[src/rtl/ttm4_register_bank.sv]
// Eight loadable registers (one doubling as an auto-incrementing PC), carry flag and readback port.
// Loads/increment visible 1 cycle after the edge; RDATA 1 cycle after RSEL; CE=0 freezes state, RDATA keeps tracking.
module ttm4_register_bank #(
  parameter int               WIDTH    = 4,
  parameter int               PC_INDEX = 7,
  parameter logic [WIDTH-1:0] RESET_PC = '0
) (
  input  logic               CLK,
  input  logic               RST,
  input  logic               CE,
  input  logic [7:0]         nLD,
  input  logic [WIDTH-1:0]   D,
  input  logic               CI,
  input  logic [2:0]         RSEL,
  output logic [8*WIDTH-1:0] Q,
  output logic [WIDTH-1:0]   PC,
  output logic               CF,
  output logic [WIDTH-1:0]   RDATA,
  output logic               PC_WRAP
);

  logic [WIDTH-1:0] r_regs [8];
  logic             r_cf;
  logic             r_pc_wrap;
  logic [WIDTH-1:0] r_rdata;

  logic             w_pc_inc;
  logic             w_pc_ones;

  assign w_pc_inc  = nLD[PC_INDEX];
  assign w_pc_ones = &r_regs[PC_INDEX];

  always_ff @(posedge CLK or posedge RST) begin
    if (RST) begin
      for (int i = 0; i < 8; i++) begin
        r_regs[i] <= (i == PC_INDEX) ? RESET_PC : '0;
      end
      r_cf      <= 1'b0;
      r_pc_wrap <= 1'b0;
      r_rdata   <= '0;
    end else begin
      // Readback samples the pre-edge contents and runs even while halted.
      r_rdata <= r_regs[RSEL];
      if (CE) begin
        for (int i = 0; i < 8; i++) begin
          if (!nLD[i]) begin
            r_regs[i] <= D;
          end else if (i == PC_INDEX) begin
            r_regs[i] <= r_regs[i] + WIDTH'(1);
          end
        end
        r_cf      <= CI;
        r_pc_wrap <= w_pc_inc & w_pc_ones;
      end else begin
        r_pc_wrap <= 1'b0;
      end
    end
  end

  for (genvar g = 0; g < 8; g++) begin : g_pack
    assign Q[g*WIDTH +: WIDTH] = r_regs[g];
  end

  assign PC      = r_regs[PC_INDEX];
  assign CF      = r_cf;
  assign RDATA   = r_rdata;
  assign PC_WRAP = r_pc_wrap;

endmodule

[config.mk]
export PLATFORM = sky130hd
export DESIGN_NAME = ttm4_register_bank
export DESIGN_NICKNAME = d
export VERILOG_FILES = /design/src/rtl/ttm4_register_bank.sv
export SDC_FILE = /design/constraint.sdc
export NUM_CORES = 1
export LEC_CHECK = 0
export CAP_MARGIN = 10
export CORE_MARGIN = 2
export CORE_UTILIZATION = 35
export CTS_BUF_LIST = sky130_fd_sc_hd__clkbuf_4 sky130_fd_sc_hd__clkbuf_8
export CTS_CLUSTER_DIAMETER = 100
export DETAILED_ROUTE_END_ITERATION = 12
export PLACE_DENSITY = 0.73
export RECOVER_POWER = 25
export SYNTH_ARGS = -nofsm -noshare
export SYNTH_HDL_FRONTEND = slang
export SYNTH_SLANG_ARGS = --single-unit
[constraint.sdc]
create_clock -name CLK -period 1.23 [get_ports CLK]
set_input_delay 0.123 -clock CLK [delete_from_list [all_inputs] [get_ports CLK]]
set_output_delay 0.123 -clock CLK [all_outputs]
set_load 0.01 [all_outputs]
==> impl_metrics.sql, run 1 <==
INSERT INTO impl_metrics (metric_group, metric, value, unit) VALUES
('critical_path', 'crit_path_max_fanout', '3', ''),
('global_routing', 'number_of_global_route_vias_before_repair', '1436', ''),
('critical_path', 'cp_slowest_stage_delay', '0.47', 'ns'),
('power_and_ir_drop', 'pwr-share-seq', '42.5', '%'),
('min_path', 'hold_class', 'input pin to async pin', ''),
('die', 'rows', '25', ''),
('power_and_ir_drop', 'power_frac_comb', '33.2', '%'),
('clocking', 'clk_latency', '0.29', 'ns'),
('run_status', 'outcome', 'finished, violations left', ''),
('clocking', 'root_cell_of_the_clock_tree', 'sky130_fd_sc_hd__clkbuf_8', ''),
('timing', 'clock_skew', '0.00441', 'ns'),
('place', 'port_buf_inserts', '60', ''),
('timing', 'worst_hold_check_slack', '0.411', 'ns'),
('power_and_ir_drop', 'max_vdd_drop', '0.000791', 'V'),
('drt', 'drt-initial-drc-count', '66', ''),
('logic_synthesis', 'post_synth_inst_count', '129', ''),
('finish', 'final_core_util', '58.7', '%'),
('timing', 'min_period_over_period', '105', '%'),
('power_and_ir_drop', 'share_clk_of_total_power', '24.3', '%'),
('timing', 'post-route-worst-setup-slack', '-0.0563', 'ns'),
('die', 'top_level_ports', '61', ''),
('logic_synthesis', 'syn-mean-instance-area', '13.7', 'um2'),
('global_routing', 'globalRouteOverflowTotal', '0', ''),
('drt', 'dr_total_vias', '1425', ''),
('power_and_ir_drop', 'net-switching-power', '0.00100', 'W'),
('timing', 'fmaxAchievable', '0.777', 'GHz'),
('die', 'initial_core_util', '36.8', '%'),
('logic_synthesis', 'ys_types', '20', ''),
('place', 'post-place-ws', '-0.528', 'ns'),
('global_routing', 'grt_antenna_before_repair', '0', ''),
('timing', 'timing.slew.headroom', '38.3', '%'),
('drt', 'wl', '4520', 'um'),
('critical_path', 'worstPathCellList', 'mux4_2 > mux2_4', ''),
('place', 'dpl.hpwl', '3420', 'um'),
('timing', 'setup_repair_after_global_routing_missed_its_margin', 'true', ''),
('drt', 'avgRoutedWirePerCell', '14.8', 'um'),
('logic_synthesis', 'netlist_area', '0.00176', 'mm2'),
('timing', 'setup-violations-final', '4', ''),
('clocking', 'htree_levels', '2', ''),
('finish', 'final.fill_count', '416', ''),
('finish', 'ant_cells', '0', ''),
('logic_synthesis', 'ys_warn_count', '0', ''),
('finish', 'final_net_count', '257', ''),
('finish', 'layout-drive-gt1-share', '40.3', '%'),
('die', 'fp.dieArea', '0.00562', 'mm2'),
('global_routing', 'grt_pass1_wl', '7000', 'um'),
('die', 'die_h', '74.9', 'um'),
('timing', 'min_period', '1.29', 'ns'),
('clocking', 'maximum_buffer_depth_of_the_clock_tree', '2', ''),
('drt', 'vias_per_cell', '4.67', ''),
('timing', 'transition_at_the_pin_with_the_smallest_max_transition_slack', '0.926', 'ns'),
('global_routing', 'grt_start_max_net_pins', '39', ''),
('clocking', 'tritoncts', 'done', ''),
('logic_synthesis', 'synth_seq_cells', '38', ''),
('critical_path', 'cp.required', '1.41', 'ns'),
('critical_path', 'critPathSlowestCell', 'sky130_fd_sc_hd__mux4_2', ''),
('place', 'gp_routability_congestion', '0.848', ''),
('flow_run', 'maxCapViolations', '0', ''),
('critical_path', 'worstSetupStartpointType', 'flop', ''),
('logic_synthesis', 'synth_fp_nets', '149', ''),
('finish', 'multiInputGateArea', '718', 'um2'),
('finish', 'syn_to_final_growth', '59.4', '%'),
('drt', 'postRouteAntennaNets', '0', ''),
('power_and_ir_drop', 'power.leakage', '1.32', 'nW'),
('die', 'die_width', '74.9', 'um'),
('run_status', 'violations', 'setup timing', ''),
('die', 'coreArea', '0.00479', 'mm2'),
('power_and_ir_drop', 'p_int', '0.00264', 'W'),
('finish', 'area.sequential', '956', 'um2'),
('timing', 'final_max_slew_viol_count', '0', ''),
('drt', 'dr.pass1.iters', '4', ''),
('critical_path', 'worstSetupEndpointType', 'flop', ''),
('power_and_ir_drop', 'p_per_area', '1300', 'mW/mm2'),
('clocking', 'cts_sinks', '38', ''),
('clocking', 'worst_setup_hold_path_clk_slew', '0.07', 'ns'),
('drt', 'drc_errors', '0', ''),
('power_and_ir_drop', 'switching_share', '27.5', '%'),
('critical_path', 'timing.setup.critical_path_class', 'flop to flop', ''),
('global_routing', 'grt_use_total', '17.3', '%'),
('critical_path', 'critical_path_arrival', '1.47', 'ns'),
('logic_synthesis', 'seq_area_frac_synth', '54.0', '%'),
('clocking', 'tritoncts.num_buffers', '5', ''),
('timing', 'hold_violations', '0', '');
-- layer usage --
metal / global-route usage [%] / vias up / wire (um)
met5: 0 / - / 0
met4: 7.14 / 0 / 80
met3: 2.95 / 8 / 158
met2: 27.3 / 35 / 2200
met1: 23.8 / 708 / 2070
li1: - / 674 / -
-- worst max-delay path, delay by kind of cell (launching register included) --
family / cells / cell delay [ns]
multiplexers: 2 / 0.74
flip-flops: 1 / 0.44
-- through the flow --
stage	instance area [um2]	std cells	power, W	TNS [ns]
floorplan	1750	129	0.00207	-0.179
global placement	2760	296	0.00289	-6.09
detailed placement	2760	296	0.00291	-6.34
CTS	2810	305	0.00368	-0.136
global route	2810	305	0.00384	-0.424
finish	2810	305	0.00365	-0.125
-- layout make-up --
class                           count  area share (%)
Tap cell                           67            2.98
Multi-Input combinational cell     81            25.6
Sequential cell                    38            34.0
Timing Repair Buffer              109            33.8
Clock inverter                      1           0.178
Clock buffer                        7            3.21
Inverter                            2           0.267
-- state kept, by name (all words and copies together), names as in the netlist --
register	cells
Q	28
PC	4
RDATA	4
CF	1
PC_WRAP	1
-- power by group through the flow --
stage	sequential, W	combinational, W	clock (W)
after floorplan	0.00168	0.000389	0
after global placement	0.00157	0.00132	0
after detailed placement	0.00157	0.00135	0
after CTS	0.00155	0.00122	0.000912
after global routing	0.00157	0.00131	0.000959
final	0.00155	0.00121	0.000886
-- Yosys cell counts --
library cell	instances	area, um2
sky130_fd_sc_hd__buf_4	4	30.0
sky130_fd_sc_hd__ha_1	1	12.5
sky130_fd_sc_hd__and3_1	3	18.8
sky130_fd_sc_hd__o21ai_0	7	35.0
sky130_fd_sc_hd__o22ai_1	1	6.26
sky130_fd_sc_hd__inv_1	2	7.51
sky130_fd_sc_hd__nand4_1	1	6.26
sky130_fd_sc_hd__mux4_1	8	210
sky130_fd_sc_hd__nor2_1	1	3.75
sky130_fd_sc_hd__mux2i_1	2	20.0
sky130_fd_sc_hd__o221ai_1	1	8.76
sky130_fd_sc_hd__nand2b_1	10	62.6
sky130_fd_sc_hd__buf_2	2	10.0
sky130_fd_sc_hd__buf_6	2	22.5
sky130_fd_sc_hd__nand2_1	17	63.8
sky130_fd_sc_hd__mux2_2	23	259
sky130_fd_sc_hd__dfrtp_1	38	951
sky130_fd_sc_hd__o21bai_1	1	7.51
sky130_fd_sc_hd__nor2b_1	1	6.26
sky130_fd_sc_hd__a21oi_1	4	20.0
-- layout by cell type (no fill, tap or decap), types with 3 or more instances in the layout --
master / instances
sky130_fd_sc_hd__nand2b_1: 10
sky130_fd_sc_hd__mux4_2: 8
sky130_fd_sc_hd__and3_1: 3
sky130_fd_sc_hd__a21oi_1: 4
sky130_fd_sc_hd__clkdlybuf4s15_1: 26
sky130_fd_sc_hd__nand2_1: 17
sky130_fd_sc_hd__clkbuf_8: 6
sky130_fd_sc_hd__mux2_2: 21
sky130_fd_sc_hd__dfrtp_1: 34
sky130_fd_sc_hd__dfrtp_2: 4
sky130_fd_sc_hd__clkbuf_2: 4
sky130_fd_sc_hd__clkdlybuf4s50_1: 16
sky130_fd_sc_hd__dlygate4sd2_1: 14
sky130_fd_sc_hd__o21ai_0: 7
sky130_fd_sc_hd__buf_4: 45
-- logic make-up after synthesis --
kind of cell             Yosys count  share of synthesized area, %
flip-flops                        38                          54.0
multiplexers                      33                          27.8
AND/OR/NAND/NOR                   33                          9.16
AO/OA/AOI/OAI                     14                          4.40
buffers and inverters             10                          3.98
adder cells (fa/ha/maj)            1                         0.710
-- path summary, 6_finish.rpt --
kind,startpoint,cells after the start,to,slack [ns]
worst max register to register,PC[0],2,RDATA[0],-0.06
min in group CLK,CI,2,CF,0.45
worst max-delay path,PC[0],2,RDATA[0],-0.06
worst min register to register,CF,1,CF,0.50
max in group asynchronous,RST,3,PC[0],0.18
worst min-delay path,RST,3,CF,0.41
-- what timing repair did --
action / CTS / global route
endpoints found under the hold margin: 0 / 0
setup buffers: 1 / 0
pin swaps: 0 / 1
hold buffers: 0 / 0
gates resized for setup: 62 / 25
gates cloned: 0 / 0
endpoints found under the setup margin: 46 / 27
Note: power is estimated with default switching activity, not from simulation.
==> inputs of run 2 (changes only) <==
--- a/config.mk
+++ b/config.mk
@@ -7,12 +7,13 @@
 export LEC_CHECK = 0
 export CAP_MARGIN = 10
 export CORE_MARGIN = 2
-export CORE_UTILIZATION = 35
+export CORE_UTILIZATION = 42
 export CTS_BUF_LIST = sky130_fd_sc_hd__clkbuf_4 sky130_fd_sc_hd__clkbuf_8
 export CTS_CLUSTER_DIAMETER = 100
 export DETAILED_ROUTE_END_ITERATION = 12
-export PLACE_DENSITY = 0.73
+export PLACE_DENSITY = 0.76
 export RECOVER_POWER = 25
 export SYNTH_ARGS = -nofsm -noshare
 export SYNTH_HDL_FRONTEND = slang
 export SYNTH_SLANG_ARGS = --single-unit
+export TNS_END_PERCENT = 5
==> run 2 against run 1 <==
The run still ends with setup timing left. Critical path depth rose by 1. Sequential power barely moved. Clock-buffer cell count fell by 2. Hold slack got worse by 0.017 ns. Critical endpoint unchanged. Largest power group unchanged.
==> impl_metrics.sql, run 2 (synthesized netlist as in run 1, its figures left out) <==
INSERT INTO impl_metrics (metric_group, metric, value, unit) VALUES
('critical_path', 'combined_buffer_and_inverter_count_along_the_critical_path', '1', ''),
('finish', 'ant_cells', '0', ''),
('global_routing', 'global_route.peak_usage_layer', 'met2', ''),
('timing', 'worst_hold_check_slack', '0.394', 'ns'),
('drt', 'dr.pass1.iters', '4', ''),
('finish', 'layout-drive-gt1-share', '42.5', '%'),
('timing', 'clock_skew', '0.00540', 'ns'),
('timing', 'timing.setup.tns', '-0.410', 'ns'),
('drt', 'wl', '4980', 'um'),
('global_routing', 'grt_use_met2', '41.3', '%'),
('drt', 'drc_errors', '0', ''),
('finish', 'final_common_cell', 'sky130_fd_sc_hd__buf_4', ''),
('critical_path', 'worstSetupStartpointType', 'flop', ''),
('die', 'die_h', '68.8', 'um'),
('power_and_ir_drop', 'p_per_area', '1440', 'mW/mm2'),
('power_and_ir_drop', 'max_vdd_drop', '0.00122', 'V'),
('min_path', 'hold_class', 'input pin to flop', ''),
('timing', 'hold_violations', '0', ''),
('power_and_ir_drop', 'power', '0.00408', 'W'),
('timing', 'timing.slew.headroom', '38.9', '%'),
('critical_path', 'worstPathCellList', 'buf_6 > mux4_2 > mux2_4', ''),
('timing', 'min_period', '1.39', 'ns'),
('clocking', 'cts_sinks', '38', ''),
('global_routing', 'gr-usage-met1', '29.8', '%'),
('timing', 'fmaxAchievable', '0.721', 'GHz'),
('drt', 'drt-initial-drc-count', '118', ''),
('drt', 'postRouteAntennaNets', '0', ''),
('drt', 'avgRoutedWirePerCell', '17.2', 'um'),
('critical_path', 'critPathSlowestCell', 'sky130_fd_sc_hd__mux4_2', ''),
('drt', 'dr_total_vias', '1465', ''),
('run_status', 'violations', 'setup timing', ''),
('critical_path', 'critical_path_arrival', '1.57', 'ns'),
('finish', 'top_library_cells_by_usage_in_the_layout_fill_and_taps_aside', 'sky130_fd_sc_hd__buf_4, sky130_fd_sc_hd__dfrtp_1, sky130_fd_sc_hd__clkdlybuf4s15_1', ''),
('flow_run', 'maxCapViolations', '0', ''),
('timing', 'min_period_over_period', '113', '%'),
('global_routing', 'globalRouteOverflowTotal', '0', ''),
('finish', 'final.fill_count', '277', ''),
('die', 'top_level_ports', '61', ''),
('global_routing', 'grt_pass1_wl', '7890', 'um'),
('run_status', 'outcome', 'finished, violations left', ''),
('clocking', 'htree_levels', '2', ''),
('global_routing', 'grt_antenna_before_repair', '0', ''),
('place', 'post-place-ws', '-0.552', 'ns'),
('timing', 'post-route-worst-setup-slack', '-0.158', 'ns'),
('critical_path', 'worstSetupEndpointType', 'flop', ''),
('clocking', 'clk_latency', '0.30', 'ns'),
('die', 'fp.dieArea', '0.00473', 'mm2'),
('timing', 'transition_at_the_pin_with_the_smallest_max_transition_slack', '0.917', 'ns'),
('finish', 'final_core_util', '70.2', '%'),
('timing', 'setup_repair_after_global_routing_missed_its_margin', 'true', ''),
('critical_path', 'cp.required', '1.42', 'ns'),
('finish', 'number_of_flip_flops_in_the_largest_register', '28', ''),
('clocking', 'worst_setup_hold_path_clk_slew', '0.07', 'ns'),
('power_and_ir_drop', 'power.leakage', '1.35', 'nW'),
('critical_path', 'cp_slowest_stage_delay', '0.47', 'ns'),
('place', 'gp_routability_congestion', '0.806', ''),
('critical_path', 'crit_path_max_fanout', '5', ''),
('die', 'rows', '23', ''),
('global_routing', 'grtUsageMet3', '4.71', '%'),
('critical_path', 'critPathTopFamily', 'multiplexers', ''),
('finish', 'syn_to_final_growth', '60.6', '%'),
('place', 'port_buf_inserts', '60', ''),
('global_routing', 'grt_start_max_net_pins', '39', ''),
('place', 'dpl.hpwl', '3750', 'um'),
('drt', 'vias_per_cell', '5.05', ''),
('finish', 'final_net_count', '259', ''),
('critical_path', 'timing.setup.critical_path_class', 'flop to flop', ''),
('clocking', 'root_cell_of_the_clock_tree', 'sky130_fd_sc_hd__clkbuf_8', ''),
('die', 'initial_core_util', '43.7', '%'),
('timing', 'setup-violations-final', '5', ''),
('clocking', 'tritoncts', 'done', ''),
('global_routing', 'number_of_global_route_vias_before_repair', '1572', ''),
('timing', 'final_max_slew_viol_count', '0', ''),
('clocking', 'maximum_buffer_depth_of_the_clock_tree', '2', ''),
('clocking', 'tritoncts.num_buffers', '5', ''),
('die', 'die_width', '68.8', 'um'),
('clocking', 'post_cts_hold_buffer_count', '0', ''),
('die', 'coreArea', '0.00403', 'mm2'),
('global_routing', 'grt_use_total', '23.9', '%');
==> run 2: worst reg2reg max path: stages (launching register included) <==
cell and delay, ns:
sky130_fd_sc_hd__dfrtp_2 0.41, sky130_fd_sc_hd__buf_6 0.13, sky130_fd_sc_hd__mux4_2 0.47, sky130_fd_sc_hd__mux2_4 0.27
==> run 2: final timing paths <==
kind | from | end | slack [ns] | depth (start not counted)
max reg2reg | PC[0] | RDATA[0] | -0.16 | 3
max in group asynchronous | RST | PC[2] | 0.19 | 3
min | RSEL[0] | RDATA[0] | 0.39 | 4
min reg2reg | CF | CF | 0.51 | 1
min in group asynchronous | RST | Q[10] | 0.42 | 3
max | PC[0] | RDATA[0] | -0.16 | 3
==> run 2: metrics by stage <==
step	cells	instance area [um2]
2_1_floorplan	129	1760
3_3_place_gp	275	2710
3_5_place_dp	275	2710
4_1_cts	287	2860
5_1_grt	290	2830
6_report	290	2830
==> run 2: layout make-up <==
class                      instances  area, um2  share of cell area [%]
clock buffer                       5       68.8                    2.43
clock inverter                     3       68.8                    2.43
inverter                           2       7.51                   0.265
multi-input combinational         81        728                    25.7
sequential                        38        956                    33.8
tap                               50       62.6                    2.21
timing repair buffer             111        937                    33.1
==> run 2: metal layers <==
layer  routed length (um)  up-vias
met5                    0        -
met4                   68        0
met3                  281        7
met2                 2580       55
met1                 2050      721
li1                     -      682
==> run 2: power by group <==
group	internal, W	switching [W]
clock network	0.000812	0.000466
logic	0.000741	0.000510
registers	0.00144	0.000114
==> run 2: repair_timing <==
| item | 4_1_cts | 5_1_grt |
|---|---|---|
| setup buffers | 4 | 3 |
| endpoints found under the setup margin | 47 | 29 |
| pin swaps | 2 | 0 |
| gates resized for setup | 69 | 33 |
==> variant (settings of run 1) <==
Make the reset (`RST`) synchronous in one clocked block.
--- a/src/rtl/ttm4_register_bank.sv
+++ b/src/rtl/ttm4_register_bank.sv
@@ -30,7 +30,7 @@
   assign w_pc_inc  = nLD[PC_INDEX];
   assign w_pc_ones = &r_regs[PC_INDEX];
 
-  always_ff @(posedge CLK or posedge RST) begin
+  always_ff @(posedge CLK) begin
     if (RST) begin
       for (int i = 0; i < 8; i++) begin
         r_regs[i] <= (i == PC_INDEX) ? RESET_PC : '0;
Behaviour: differs if RST is asserted again (counterexample within 4 cycles, from zero or initial values and one cycle with RST high); with RST held inactive, the same outputs for 10 cycles.
==> variant against run 1 <==
- the run still ends with negative setup slack left
- worst setup slack got worse by 0.035 ns
- highest routed layer unchanged
- wire length fell by 2.4%
- largest cell class unchanged
- critical path type unchanged
- design area fell by 6.3%
- sequential cell count did not move
- global-route usage fell by 0.13 points
- total power fell by 10%
- via count fell by 9.3%
- largest power group unchanged
- synthesized area fell by 1.8%
==> variant: results (changes against run 1) <==
<table>
<tr><th>Metric</th><th>Value</th></tr>
<tr><th colspan="2">Detailed routing</th></tr>
<tr><td>Sum of met3 wire segment lengths after detailed routing</td><td>256 um (was 158 um)</td></tr>
<tr><td>Number of design-rule violations left by the first detailed-router iteration</td><td>46 (was 66)</td></tr>
<tr><td>Routed WL per cell</td><td>15.4 um (was 14.8 um)</td></tr>
<tr><td>Number of vias per cell</td><td>4.52 (was 4.67)</td></tr>
<tr><th colspan="2">Global route</th></tr>
<tr><td>Number of global-route vias before repair</td><td>1,268 (was 1,436)</td></tr>
<tr><td>Overall Global Routing Usage</td><td>0.172 (was 0.173)</td></tr>
<tr><td>First-pass GRT wire length</td><td>6630 um (was 7000 um)</td></tr>
<tr><td>Pin count of the biggest net entering global routing</td><td>12 (was 39)</td></tr>
<tr><th colspan="2">Final layout</th></tr>
<tr><td>Fillcell total</td><td>437 (was 416)</td></tr>
<tr><td>Max FFs per register</td><td>32 (was 28)</td></tr>
<tr><td>Share of cells above drive strength 1</td><td>0.242 (was 0.403)</td></tr>
<tr><th colspan="2">Place</th></tr>
<tr><td>Area after DPL</td><td>2550 um^2 (was 2760 um^2)</td></tr>
<tr><td>Gpl congestion</td><td>0.777 (was 0.848)</td></tr>
<tr><th colspan="2">Logic synthesis</th></tr>
<tr><td>Post-synth ARST share</td><td>0 (was 1.00)</td></tr>
<tr><td>Most numerous cell types in the synthesized netlist</td><td>edfxtp_1, nor2_1, nand2b_1 (was dfrtp_1, mux2_2, nand2_1)</td></tr>
<tr><th colspan="2">Setup path</th></tr>
<tr><td>Crit Path Max Fanout</td><td>2 (was 3)</td></tr>
<tr><td>Worst setup startpoint</td><td>r_regs[7][1]$_SDFFCE_PP0P_ (was PC[0]$_DFFE_PP0P_)</td></tr>
<tr><td>Worst Setup EP</td><td>RDATA[1]$_SDFF_PP0_ (was RDATA[0]$_DFF_PP0_)</td></tr>
<tr><th colspan="2">Run status</th></tr>
<tr><td>Violations in the final reports</td><td>negative setup slack (unchanged)</td></tr>
<tr><td>Result of the run</td><td>finished, violations left (unchanged)</td></tr>
<tr><th colspan="2">Power</th></tr>
<tr><td>Maximum VDD drop</td><td>724 uV (was 791 uV)</td></tr>
<tr><td>Leakage power figure</td><td>1.15 nW (was 1.32 nW)</td></tr>
<tr><th colspan="2">Timing</th></tr>
<tr><td>Relative max-transition margin</td><td>0.705 (was 0.383)</td></tr>
<tr><td>Crit path setup slack, layout</td><td>-0.0916 ns (was -0.0563 ns)</td></tr>
<tr><td>Setup violators final</td><td>6 (was 4)</td></tr>
</table>
variant: what timing repair did:
action | in CTS | in global routing
setup endpoints to repair | 48 | 38
resized for setup | 64 | 9
pin swaps | 4 | 3
hold buffers | 0 | 0
buffers inserted | 6 | 0
variant: logic make-up after synthesis:
kind of cell / share of synthesized area
xor+xnor: 0.0101
buf+inv: 0.0506
simple gates: 0.155
flops: 0.625
mux: 0.133
compound gates: 0.0188
fa+ha+maj: 0.00723
variant: how the worst min path moves through the flow:
| stage | endpoint | slack (ns) | depth (start not counted) |
|---|---|---|---|
| after floorplan | CF$_SDFFE_PP0P_ | 0.27 | 2 |
| after global placement | CF$_SDFFE_PP0P_ | 0.48 | 2 |
| after detailed placement | CF$_SDFFE_PP0P_ | 0.49 | 2 |
| after CTS | PC_WRAP$_SDFF_PP0_ | 0.43 | 3 |
| after global routing | r_regs[7][0]$_SDFFCE_PP0P_ | 0.32 | 2 |
| final | r_regs[7][0]$_SDFFCE_PP0P_ | 0.28 | 2 |
variant: power breakdown:
part / total (W) / internal, W / switching (W)
clock: 0.00108 / 0.000651 / 0.000431
sequential: 0.00158 / 0.00151 / 0.0000631
combinational: 0.000613 / 0.000339 / 0.000274
variant: stage by stage:
stage          setup TNS (ns)  cells
2_1_floorplan         -0.0625    131
3_3_place_gp           -12.44    272
3_5_place_dp           -13.21    272
4_1_cts                -0.362    286
5_1_grt                 -2.08    286
6_report               -0.356    286
variant: per-layer routing:
metal  up-vias  GRT usage
met5         -          0
met4         0     0.0595
met3         6     0.0461
met2        38      0.305
met1       622      0.202
li1        626          -
variant: cell type report:
type                    instances  area [um^2]  share of cell area
flip-flops and latches         38         1080               0.411
repair buffers                 90          766               0.291
multi-input cells              78          569               0.216
clock buffers                   7         83.8              0.0318
well taps                      67         83.8              0.0318
clock inverters                 1         30.0              0.0114
inverters                       5         18.8             0.00713
variant: worst max-delay path: cells and delay by family (launching register included):
family                 cells  cell delay [ns]
DFF                        1             0.43
muxes                      2             0.59
and+or+nand+nor            1             0.05
buffers and inverters      1             0.15
